$ cat config.mk
export PLATFORM = sky130hd
export DESIGN_NAME = ps2_host_tx
export DESIGN_NICKNAME = d
export VERILOG_FILES = /design/src/rtl/ps2_host_tx.sv
export SDC_FILE = /design/constraint.sdc
export NUM_CORES = 1
export LEC_CHECK = 0
export BUFFER_PORTS_ARGS = -buffer_cell sky130_fd_sc_hd__buf_2
export CAP_MARGIN = 40
export CORE_MARGIN = 2
export CORE_UTILIZATION = 50
export CTS_CLUSTER_DIAMETER = 80
export CTS_CLUSTER_SIZE = 12
export DETAILED_ROUTE_END_ITERATION = 6
export PLACE_DENSITY_LB_ADDON = 0.1
export SYNTH_ARGS = -nofsm -noshare
export SYNTH_HDL_FRONTEND = slang
export SYNTH_SLANG_ARGS = --single-unit
$ cat constraint.sdc
create_clock -name clk -period 2.2 [get_ports clk]
set_input_delay 0.22 -clock clk [delete_from_list [all_inputs] [get_ports clk]]
set_output_delay 0.22 -clock clk [all_outputs]
set_load 0.02 [all_outputs]
$ cat src/rtl/ps2_host_tx.sv
// ============================================================================
// Module   : ps2_host_tx
// Brief    : PS/2 host-to-device command transmitter (open-drain line drive).
//            Optional glitch filter on the synchronised pins: PS2_TX_GLITCH_FILTER_EN
// Revision : 1.0 - initial release
// ============================================================================
`default_nettype none

module ps2_host_tx #(
    parameter int INHIBIT_CYCLES = 5000,
    parameter int TIMEOUT_CYCLES = 1000000,
    parameter int FILTER_LEN     = 8
) (
    input  logic       clk,
    input  logic       reset,
    input  logic [7:0] tx_data,
    input  logic       tx_valid,
    output logic       tx_ready,
    output logic       tx_done,
    output logic       tx_error,
    output logic [1:0] tx_err_code,
    input  logic       ps2_clk_in,
    input  logic       ps2_data_in,
    output logic       ps2_clk_oe,
    output logic       ps2_data_oe
);

    localparam int c_cnt_max = (TIMEOUT_CYCLES > INHIBIT_CYCLES) ? TIMEOUT_CYCLES : INHIBIT_CYCLES;
    localparam int c_cnt_w   = $clog2(c_cnt_max + 1);
`ifdef PS2_TX_GLITCH_FILTER_EN
    localparam bit c_filter_en = 1'b1;
`else
    localparam bit c_filter_en = 1'b0;
`endif

    localparam logic [2:0] c_st_idle      = 3'd0;
    localparam logic [2:0] c_st_inhibit   = 3'd1;
    localparam logic [2:0] c_st_req       = 3'd2;
    localparam logic [2:0] c_st_shift     = 3'd3;
    localparam logic [2:0] c_st_ack       = 3'd4;
    localparam logic [2:0] c_st_wait_idle = 3'd5;

    localparam logic [1:0] c_err_timeout = 2'b01;
    localparam logic [1:0] c_err_no_ack  = 2'b10;

    logic [1:0]         r_clk_sync;
    logic [1:0]         r_data_sync;
    logic [1:0]         w_sync;
    logic [1:0]         w_line;   // [0] clock, [1] data
    logic               r_clk_prev;
    logic               w_fe;
    logic [2:0]         r_state;
    logic [2:0]         w_state_next;
    logic [c_cnt_w-1:0] r_cnt;
    logic               w_cnt_clr;
    logic               w_timeout;
    logic [3:0]         r_bit_cnt;
    logic [3:0]         w_bit_next;
    logic [2:0]         w_bit_idx;
    logic [7:0]         r_byte;
    logic               r_parity;
    logic               w_accept;
    logic               r_done;
    logic               w_done_next;
    logic               r_error;
    logic               w_error_next;
    logic [1:0]         r_err_code;
    logic [1:0]         w_err_code_next;
    logic               w_data_oe;

    always_ff @(posedge clk) begin
        if (reset) begin
            r_clk_sync  <= 2'b11;
            r_data_sync <= 2'b11;
        end else begin
            r_clk_sync  <= {r_clk_sync[0], ps2_clk_in};
            r_data_sync <= {r_data_sync[0], ps2_data_in};
        end
    end

    assign w_sync = {r_data_sync[1], r_clk_sync[1]};

    generate
        if (c_filter_en) begin : g_filter
            localparam int c_fw = $clog2(FILTER_LEN + 1);
            for (genvar i = 0; i < 2; i++) begin : g_line
                logic [c_fw-1:0] r_flt_cnt;
                logic            r_flt_out;
                // Output follows the input only after FILTER_LEN consecutive differing samples
                always_ff @(posedge clk) begin
                    if (reset) begin
                        r_flt_cnt <= '0;
                        r_flt_out <= 1'b1;
                    end else if (w_sync[i] == r_flt_out) begin
                        r_flt_cnt <= '0;
                    end else if (r_flt_cnt == c_fw'(FILTER_LEN - 1)) begin
                        r_flt_cnt <= '0;
                        r_flt_out <= w_sync[i];
                    end else begin
                        r_flt_cnt <= r_flt_cnt + 1'b1;
                    end
                end
                assign w_line[i] = r_flt_out;
            end
        end else begin : g_bypass
            assign w_line = w_sync;
        end
    endgenerate

    assign w_fe      = r_clk_prev & ~w_line[0];
    assign w_accept  = (r_state == c_st_idle) && tx_valid;
    assign w_timeout = (r_cnt == c_cnt_w'(TIMEOUT_CYCLES - 1)) && !w_fe;
    assign w_bit_idx = r_bit_cnt[2:0] - 3'd1;

    always_comb begin
        w_state_next    = r_state;
        w_bit_next      = r_bit_cnt;
        w_done_next     = 1'b0;
        w_error_next    = 1'b0;
        w_err_code_next = r_err_code;
        case (r_state)
            c_st_idle: begin
                if (tx_valid) begin
                    w_state_next    = c_st_inhibit;
                    w_bit_next      = 4'd0;
                    w_err_code_next = 2'b00;
                end
            end
            c_st_inhibit: begin
                if (r_cnt == c_cnt_w'(INHIBIT_CYCLES - 1)) w_state_next = c_st_req;
            end
            c_st_req: begin
                if (w_fe) begin
                    w_bit_next   = 4'd1;
                    w_state_next = c_st_shift;
                end
            end
            c_st_shift: begin
                if (w_fe) begin
                    w_bit_next = r_bit_cnt + 4'd1;
                    if (r_bit_cnt == 4'd9) w_state_next = c_st_ack;
                end
            end
            c_st_ack: begin
                if (w_fe) begin
                    w_state_next = c_st_wait_idle;
                    if (w_line[1]) begin
                        w_error_next    = 1'b1;
                        w_err_code_next = c_err_no_ack;
                    end else begin
                        w_done_next = 1'b1;
                    end
                end
            end
            c_st_wait_idle: begin
                if (w_line[0] && w_line[1]) w_state_next = c_st_idle;
            end
            default: w_state_next = c_st_idle;
        endcase
        // A stalled device aborts any waiting state, overriding its own transition
        if ((r_state == c_st_req || r_state == c_st_shift || r_state == c_st_ack ||
             r_state == c_st_wait_idle) && w_timeout) begin
            w_state_next    = c_st_idle;
            w_done_next     = 1'b0;
            w_error_next    = 1'b1;
            w_err_code_next = c_err_timeout;
        end
    end

    // Our own clock pull-down would look like an edge, so INHIBIT ignores fe
    assign w_cnt_clr = (w_state_next != r_state) || (w_fe && r_state != c_st_inhibit);

    always_ff @(posedge clk) begin
        if (reset) begin
            r_state    <= c_st_idle;
            r_cnt      <= '0;
            r_bit_cnt  <= 4'd0;
            r_byte     <= 8'h00;
            r_parity   <= 1'b0;
            r_clk_prev <= 1'b1;
            r_done     <= 1'b0;
            r_error    <= 1'b0;
            r_err_code <= 2'b00;
        end else begin
            r_state    <= w_state_next;
            r_bit_cnt  <= w_bit_next;
            r_clk_prev <= w_line[0];
            r_done     <= w_done_next;
            r_error    <= w_error_next;
            r_err_code <= w_err_code_next;
            if (w_cnt_clr)   r_cnt <= '0;
            else if (~&r_cnt) r_cnt <= r_cnt + 1'b1;
            if (w_accept) begin
                r_byte   <= tx_data;
                r_parity <= ~^tx_data;
            end
        end
    end

    always_comb begin
        w_data_oe = 1'b0;
        case (r_state)
            c_st_inhibit: w_data_oe = (r_cnt == c_cnt_w'(INHIBIT_CYCLES - 1));
            c_st_req:     w_data_oe = 1'b1;
            c_st_shift: begin
                if (r_bit_cnt <= 4'd8)      w_data_oe = ~r_byte[w_bit_idx];
                else if (r_bit_cnt == 4'd9) w_data_oe = ~r_parity;
            end
            default:      w_data_oe = 1'b0;
        endcase
    end

    assign ps2_clk_oe  = (r_state == c_st_inhibit);
    assign ps2_data_oe = w_data_oe;
    assign tx_ready    = (r_state == c_st_idle);
    assign tx_done     = r_done;
    assign tx_error    = r_error;
    assign tx_err_code = r_err_code;

endmodule

`default_nettype wire
==> metrics <==
failing checks=negative setup slack; Yosys top cell by area=dfxtp_1; CP max FO=5; Worst EP required=1.98 ns; layout cells sized above 1=23.8%; synth warn=0; largest net degree at the start of global routing=21; die area=0.00549 mm^2; Synth Cell Area=0.00246 mm^2; Via density=5.53; Sw Pwr=0.384 mW; total congestion overflow=0; post-CTS setup buffers=0; Chip Width=74.1 um; post-synthesis sequential area ratio=36.7%; RSZ-0062 raised after global routing=yes; Seq pwr share=52.2%; slowest stage delay, CP=0.56 ns; Area contributors post-synth=dfxtp_1, xnor2_1, nand2_1; deepest clock path buffer count=2; non-filler cells, final=378; Avg Cell Area, Syn=8.50 um^2; pwr dens=577 mW/mm^2; share of the synthesized area in the top cell type=36.7%; H-tree Lvls=2; R2R setup slack=0.18 ns; clock buffer count from CTS=5; number of synthesized flops with an enable pin=0; Max Cap Viol=0; Distinct cells, synth=54; first-pass GRT wire length=8.80 mm; GRT Total Usage=20.5%; Area Growth Syn to Fin=14.9%; initial DRC count=145; clk_lat worst skew=0.29 ns; Combinational Power Share=9.6%; Gate Count Post-Synth=289; Slew Limit Fails=0; worst min path class=input port to register; gpl congestion=0.913; number of remaining DRC errors=0; total chip power=1.63 mW; final setup fails=1; Post-DP HPWL=3.82 mm; Final Util=59.8%; Fmax achieved=0.416 GHz; CTS tree=built; Die Height=74.1 um; Ant. Diodes=0; Slew @ Worst Pin=0.628 ns; kind of critical path=register to output port; Cells after DPL=370; IO Count=20; Cell Rows=25; Core Region=0.00472 mm^2; DRT Pass-1 Iters=4; Detailed Route WL=5.18 mm; worst-path cell chain=or4b_4 -> nor4_4 -> nand3_1 -> a221oi_2 -> buf_4; via count=2090; initial core utilization=52.0%; vias in the first global route=1928; Crit path arrival time=2.19 ns; setup TNS=-0.206 ns; Hold Fails Final Rpt=0; Async SR Flop Fraction=0%; Worst Skew=0.00778 ns; #FFs+latches synth=45; Int Pwr=1.24 mW; Clock Power Share=38.2%; Worst Slack Setup Final=-0.206 ns; antenna viol nets, final=0; CP startpoint kind=register; CP Capture Type=output port; Crit-path slowest cell=or4b_4; switch share=23.6%; Worst-path clk slew=0.09 ns; hold slack final=0.100 ns; status=finished, violations left; min Tclk post-route=2.41 ns; WL/cell=13.7 um; Max IR drop VDD=0.412 mV; Synth Net Count=306; I/O Buffers=19; Pleak=0.985 nW; total clock sinks=45; Nets=327; Main synth FF type=dfxtp_1; initial antenna violation count=0; Tcrit/Tclk final=109%; Worst slew margin=58.0%; Root Driver=clkbuf_8
-- stage by stage --
| step | instance area (um^2) | setup WS, ns |
|---|---|---|
| 2_1_floorplan | 2470 | 0.0180 |
| 3_3_place_gp | 2660 | -0.0237 |
| 3_5_place_dp | 2660 | -0.0535 |
| 4_1_cts | 2810 | -0.236 |
| 5_1_grt | 2820 | -0.272 |
| 6_report | 2820 | -0.206 |
-- state kept, by name, indices dropped and copies added, names as in the netlist --
name         cells
r_cnt           20
r_byte           8
r_bit_cnt        4
r_state          3
r_clk_sync       2
r_data_sync      2
tx_err_code      2
r_clk_prev       1
r_parity         1
tx_done          1
tx_error         1
-- critical path: cells and delay by family, from the launching register on --
family	cells	cell delay, ns
buffers and inverters	1	0.17
AO/OA/AOI/OAI	1	0.25
flip-flops	1	0.36
AND/OR/NAND/NOR	3	1.12
-- path summary, 6_finish.rpt --
path	from	end	cells past startpoint
worst max-delay path	r_cnt[3]	ps2_data_oe	5
worst min-delay path	ps2_clk_in	r_clk_sync[0]	2
worst max register to register	r_cnt[0]	r_cnt[18]	7
worst min register to register	r_data_sync[0]	r_data_sync[1]	1
-- metal layers --
layer  wire (um)  up-vias  GRT usage (%)
met4          58        0           4.85
met5           0        -              0
met3         155        7           3.66
met1        2360      967           25.4
met2        2600       39           36.9
li1            -     1077              -
-- synth_stat cells, drive strengths merged, types with 4 or more instances --
cell and n:
clkbuf 9, a21oi 27, xnor2 21, a31oi 5, dfxtp 45, a2111oi 4, nand4 6, mux2i 5
inv 6, nand3b 4, nor2b 4, a211oi 7, and2 5, or2 5, nand2 42, nor3 9
ha 4, buf 7, nand3 9, nor2 23
-- power groups by stage --
| stage | Sequential (mW) | Clock [mW] | Combinational (mW) |
|---|---|---|---|
| floorplan | 0.863 | 0 | 0.119 |
| global placement | 0.869 | 0 | 0.152 |
| detailed placement | 0.869 | 0 | 0.155 |
| CTS | 0.849 | 0.643 | 0.158 |
| global route | 0.853 | 0.678 | 0.175 |
| finish | 0.850 | 0.622 | 0.157 |
-- cells by family (layout without fill, tap and decap cells) --
group                    count (synthesis)  in the layout  share of synthesized area [%]
buffers and inverters                   22             44                           4.48
adder cells (fa/ha/maj)                  4              4                           2.04
AO/OA/AOI/OAI                           63             63                           17.2
XOR/XNOR                                23             23                           8.20
multiplexers                             6              6                           2.95
AND/OR/NAND/NOR                        126            126                           28.4
flip-flops                              45             45                           36.7
-- placed cells by master (no fill, tap or decap), drive strengths merged, types with 4 or more instances in the layout --
cell type | netlist | routed
ha | 4 | 4
or2 | 5 | 5
nor3 | 9 | 9
a31oi | 5 | 5
nand3b | 4 | 4
a2111oi | 4 | 4
xnor2 | 21 | 21
and2 | 5 | 5
buf | 7 | 30
nor2 | 23 | 23
inv | 6 | 6
nand4 | 6 | 6
nand2 | 42 | 42
mux2i | 5 | 5
clkbuf | 9 | 5
a21oi | 27 | 27
nor2b | 4 | 4
a211oi | 7 | 7
nand3 | 9 | 9
dfxtp | 45 | 45
-- final cells by class --
| cell class | instances | area [um^2] |
|---|---|---|
| fillers | 449 | 1900 |
| clock inverters | 3 | 46.3 |
| repair buffers | 30 | 193 |
| flip-flops and latches | 45 | 906 |
| clock buffers | 5 | 68.8 |
| well taps | 67 | 83.8 |
| inverters | 6 | 25.0 |
| multi-input cells | 222 | 1500 |
-- timing repair --
action	in CTS	in global routing
pin swaps	4	2
hold buffers	0	0
gates cloned	0	0
endpoints found under the setup margin	1	6
gates resized for setup	7	5
Power figures use the tool's default switching activity.
